## src/rtl/mult3_seq_ctrl.sv

```systemverilog
// Sequential wide multiplier that time-shares one external 3x3 array multiplier.
// Operands are split into 3-bit digits and partial products accumulated per cycle.
module mult3_seq_ctrl #(
    parameter int DIGITS = 2
) (
    input  logic                  clk,
    input  logic                  reset,
    input  logic                  in_valid,
    output logic                  in_ready,
    input  logic [3*DIGITS-1:0]   a,
    input  logic [3*DIGITS-1:0]   b,
    output logic [2:0]            mul_a,
    output logic [2:0]            mul_b,
    input  logic [5:0]            mul_p,
    output logic                  out_valid,
    input  logic                  out_ready,
    output logic [6*DIGITS-1:0]   product,
    output logic                  busy
);

    localparam int W  = 3 * DIGITS;
    localparam int PW = 2 * W;
    localparam int IW = (DIGITS > 1) ? $clog2(DIGITS) : 1;

    localparam logic [1:0] S_IDLE = 2'd0;
    localparam logic [1:0] S_MUL  = 2'd1;
    localparam logic [1:0] S_DONE = 2'd2;

    localparam logic [IW-1:0] D_LAST = IW'(DIGITS - 1);

    logic [1:0]             state;
    logic [IW-1:0]          di;
    logic [IW-1:0]          dj;
    logic [DIGITS-1:0][2:0] a_reg;
    logic [DIGITS-1:0][2:0] b_reg;
    logic [PW-1:0]          acc;
    logic [PW-1:0]          pp;
    logic [PW-1:0]          sum;
    logic                   last;

    // Digits are only driven in MUL so the shared multiplier stays quiet otherwise
    always_comb begin
        mul_a = 3'd0;
        mul_b = 3'd0;
        if (state == S_MUL) begin
            mul_a = a_reg[di];
            mul_b = b_reg[dj];
        end
    end

    assign pp   = PW'(mul_p) << (3 * (32'(di) + 32'(dj)));
    assign sum  = acc + pp;
    assign last = (di == D_LAST) && (dj == D_LAST);

    assign in_ready = (state == S_IDLE);
    assign busy     = (state == S_MUL) || (state == S_DONE);

    always_ff @(posedge clk or posedge reset) begin
        if (reset) begin
            state     <= S_IDLE;
            di        <= '0;
            dj        <= '0;
            a_reg     <= '0;
            b_reg     <= '0;
            acc       <= '0;
            product   <= '0;
            out_valid <= 1'b0;
        end else begin
            case (state)
                S_IDLE: begin
                    if (in_valid) begin
                        a_reg <= a;
                        b_reg <= b;
                        acc   <= '0;
                        di    <= '0;
                        dj    <= '0;
                        state <= S_MUL;
                    end
                end
                S_MUL: begin
                    acc <= sum;
                    if (last) begin
                        product   <= sum;
                        out_valid <= 1'b1;
                        state     <= S_DONE;
                    end else if (dj == D_LAST) begin
                        dj <= '0;
                        di <= di + 1'b1;
                    end else begin
                        dj <= dj + 1'b1;
                    end
                end
                S_DONE: begin
                    if (out_ready) begin
                        out_valid <= 1'b0;
                        state     <= S_IDLE;
                    end
                end
                default: begin
                    out_valid <= 1'b0;
                    state     <= S_IDLE;
                end
            endcase
        end
    end

endmodule

```

## config.mk

```make
export PLATFORM = sky130hd
export DESIGN_NAME = mult3_seq_ctrl
export DESIGN_NICKNAME = d
export VERILOG_FILES = /design/src/rtl/mult3_seq_ctrl.sv
export SDC_FILE = /design/constraint.sdc
export NUM_CORES = 1
export LEC_CHECK = 0
export CORE_MARGIN = 1.5
export CORE_UTILIZATION = 38
export DETAILED_ROUTE_END_ITERATION = 10
export GPL_TIMING_DRIVEN = 0
export HOLD_SLACK_MARGIN = 0.05
export PLACE_DENSITY = 0.7
export SETUP_SLACK_MARGIN = 0.15
export SLEW_MARGIN = 20
export SYNTH_ARGS = -nofsm -noshare
export SYNTH_HDL_FRONTEND = slang
export SYNTH_SLANG_ARGS = --single-unit
```

## constraint.sdc

```tcl
create_clock -name clk -period 3.6 [get_ports clk]
set_clock_uncertainty 0.1 [all_clocks]
set_input_delay 0.36 -clock clk [delete_from_list [all_inputs] [get_ports clk]]
set_output_delay 0.36 -clock clk [all_outputs]
set_load 0.05 [all_outputs]
```

==> out/metrics.csv <==
stage,metric,value,unit
layout,"commonest cells after routing, fill and taps aside","clkdlybuf4s50_1 (42), dfrtp_1 (41), nand2_1 (33)",
power_and_ir_drop,Net Sw Frac,48.5,%
global_routing,Total Routing Usage GR,16.8,%
clock_tree,Root Buffer,clkbuf_8,
clock_tree,Num Clock Sinks,41,
timing,Final setup viols,0,
run,Maximum Capacitance Violations,0,
timing,Final Max Tran Viols,0,
timing,PnR worst setup slack,262,ps
synth,synthesized area per cell,9.66,µm²
layout,synthesis-to-layout area growth,27.0,%
timing,RSZ-0062 raised after global routing,false,
timing,relative slew slack,60.8,%
worst_setup_path,CP Max Fanout,10,
timing,Final period util,92.7,%
drt,routed len/inst,14.3,µm
global_routing,largest net degree at the start of global routing,25,
layout,largest registers,"acc (12), product (12)",
floorplanning,Core ar.,6350,µm²
timing,Worst-Margin Slew,582,ps
drt,Vias,2048,
timing,setup TNS,0,ps
floorplanning,die width,84.1,µm
synth,#FFs+latches synth,41,
worst_setup_path,Critical Path RT,3680,ps
placed_design,gpl congestion,0.852,
global_routing,first-pass GRT wire length,9700,µm
drt,DRT Wirelength,5580,µm
placed_design,post-placement cell area,3050,µm²
floorplanning,# IOs,43,
placed_design,DP HPWL,4260,µm
power_and_ir_drop,clock network power share,10.3,%
worst_setup_path,CP startpoint kind,flip-flop,
floorplanning,die height,84.1,µm
worst_setup_path,worst setup path category,reg -> reg,
global_routing,initial antenna violation count,0,
layout,final instance area,3180,µm²
global_routing,total grt overflow,0,
layout,# diodes,0,
outcome,status,finished clean,
worst_setup_path,Arrival @ worst endpoint,3420,ps
worst_setup_path,worst path cell trace,clkbuf_2 -> inv_1 -> ha_1 -> buf_4 -> mux2i_2 -> nor2_1 -> a31oi_1 -> o21ai_0 -> ha_1 -> and3_2 -> a221oi_4 -> o31ai_2 -> xor2_1 -> mux2_4,
placed_design,dpl ws,13.1,ps
synth,Gate Count Post-Synth,259,
drt,Remaining DRCs,0,
global_routing,vias in the first global route,2098,
clock_tree,Worst-Skew Late Latency,290,ps
synth,Synth Cell Area,2500,µm²
floorplanning,full die area,7080,µm²
clock_tree,CTS tree,built,
floorplanning,initial core utilization,39.4,%
timing,min Tclk post-route,3340,ps
synth,Syn Nets,299,
layout,fillcell total,601,
layout,"commonest non-fill, non-tap cell in the layout",clkdlybuf4s50_1,
worst_setup_path,critical path's slowest cell,ha_1,
placed_design,port bufs,42,
power_and_ir_drop,combinational power share,64.6,%
clock_tree,Num CTS Buffers,5,
clock_tree,CTS Hold Bufs,0,
clock_tree,depth of the CTS H-tree,2,
clock_tree,Worst-path clk slew,90,ps
power_and_ir_drop,Reg power frac,25.0,%
drt,post-route ant nets,0,
floorplanning,Rows,29,
drt,initial DRC count,58,
synth,Ys Warns,0,
power_and_ir_drop,worst ir drop on vdd,0.543,mV
power_and_ir_drop,cell leakage power,1.41,nW
drt,Pre-antenna DRT Iters,4,
worst_setup_path,crit-path most repeated cell,ha_1,
power_and_ir_drop,power density over the cells,924,nW/µm²
drt,vias per cell,5.26,
worst_setup_path,crit end category,flip-flop,
worst_setup_path,"slowest stage delay, CP",400,ps
layout,share of layout cells above drive strength 1,15.4,%
layout,Final nets,351,
min_path,worst min-delay path category,in -> async,
synth,library cells used by synthesis,45,
synth,"Seq/Total Area, Yosys",41.0,%
timing,final hold viol count,0,
clock_tree,maximum buffer depth of the clock tree,2,
power_and_ir_drop,switching pwr,0.00142,W
power_and_ir_drop,cell-internal power,0.00151,W
timing,f_max,300,MHz
-- metal layers --
layer,global-route usage (%),vias up,share of wire (%)
li1,-,1022,-
met1,22.7,963,46
met2,27.0,53,47
met3,4.13,10,4.9
met4,4.62,0,2.0
met5,0,-,0
-- power by group through the flow --
stage	Clock [W]	Combinational [W]	Sequential, W
3_5_place_dp	0	0.00182	0.000746
6_report	0.000304	0.00190	0.000734
4_1_cts	0.000311	0.00186	0.000737
3_3_place_gp	0	0.00179	0.000736
2_1_floorplan	0	0.00116	0.000920
5_1_grt	0.000334	0.00208	0.000760
-- Yosys cell counts, drive strengths merged --
master   count  share of area (%)
a2111oi      1               0.35
a211o        2               0.70
a211oi       1               0.30
a21o         4                1.2
a21oi        6                1.2
a221oi       1               0.60
a22o         1               0.40
a22oi        1               0.30
a311oi       1               0.35
a31o         1               0.35
a31oi        7                1.8
and2         1               0.25
and3         3               0.80
and4         1               0.35
buf          5               0.95
clkbuf       8                1.2
dfrtp       41                 41
fa           1               0.80
ha          17                8.5
inv         10                1.5
mux2        17                7.8
mux2i       12                4.8
nand2       33                5.0
nand2b       1               0.55
nand3        7                1.4
nand3b       1               0.30
nand4        1               0.25
nor2        23                3.5
nor2b        1               0.25
nor3         2               0.40
nor3b        3               0.90
nor4bb       1               0.40
o21a         3               0.90
o21ai       22                4.6
o22ai        1               0.25
o31ai        7                2.3
o41ai        1               0.35
or2          2               0.50
xnor2        4                1.4
xor2         4                1.4
-- critical path: cells and delay by family (launching register included) --
family | cells | cell delay, ps
compound gates | 4 | 690
xor+xnor | 1 | 170
fa+ha+maj | 2 | 540
buf+inv | 3 | 470
flops | 1 | 380
mux | 2 | 550
simple gates | 2 | 340
-- layout make-up --
class / instances / area [µm²] / share of cell area, %
plain buffers: 13 / 60.1 / 1.89
clock buffers: 6 / 72.6 / 2.29
clock inverters: 2 / 15.0 / 0.473
inverters: 10 / 37.5 / 1.18
multi-input cells: 195 / 1410 / 44.2
flip-flops and latches: 41 / 1030 / 32.3
well taps: 77 / 96.3 / 3.03
repair buffers: 45 / 463 / 14.6
-- stage by stage --
stage	power [W]	hold WS [ps]	util (%)	cells
5_1_grt	0.00317	319	50.0	389
2_1_floorplan	0.00208	345	-	259
6_report	0.00293	280	50.0	389
3_3_place_gp	0.00252	363	47.5	378
4_1_cts	0.00290	286	49.6	387
3_5_place_dp	0.00256	370	48.0	379
-- kinds of logic after synthesis --
family,count (synthesis),share of synthesized area [%]
AND/OR/NAND/NOR,80,14.8
multiplexers,29,12.6
adder cells (fa/ha/maj),18,9.30
XOR/XNOR,8,2.80
AO/OA/AOI/OAI,60,15.9
flip-flops,41,41.0
buffers and inverters,23,3.65
-- path summary, 6_finish.rpt --
path / startpoint / to / slack, ps / depth (start not counted)
max in group asynchronous: reset / acc[10] / 2660 / 3
min in group clk: product[3] / product[3] / 380 / 2
max: di / product[10] / 260 / 14
min reg2reg: product[3] / product[3] / 380 / 2
min: reset / a_reg[2] / 280 / 2
max reg2reg: di / product[10] / 260 / 14
-- timing repair --
item                       4_1_cts  5_1_grt
gates resized for setup          4        9
pin swaps                        0        3
setup endpoints to repair        5        9
buffers inserted                 0        2
cloned                           0        0
No activity file was read; power rests on OpenSTA's default activity.
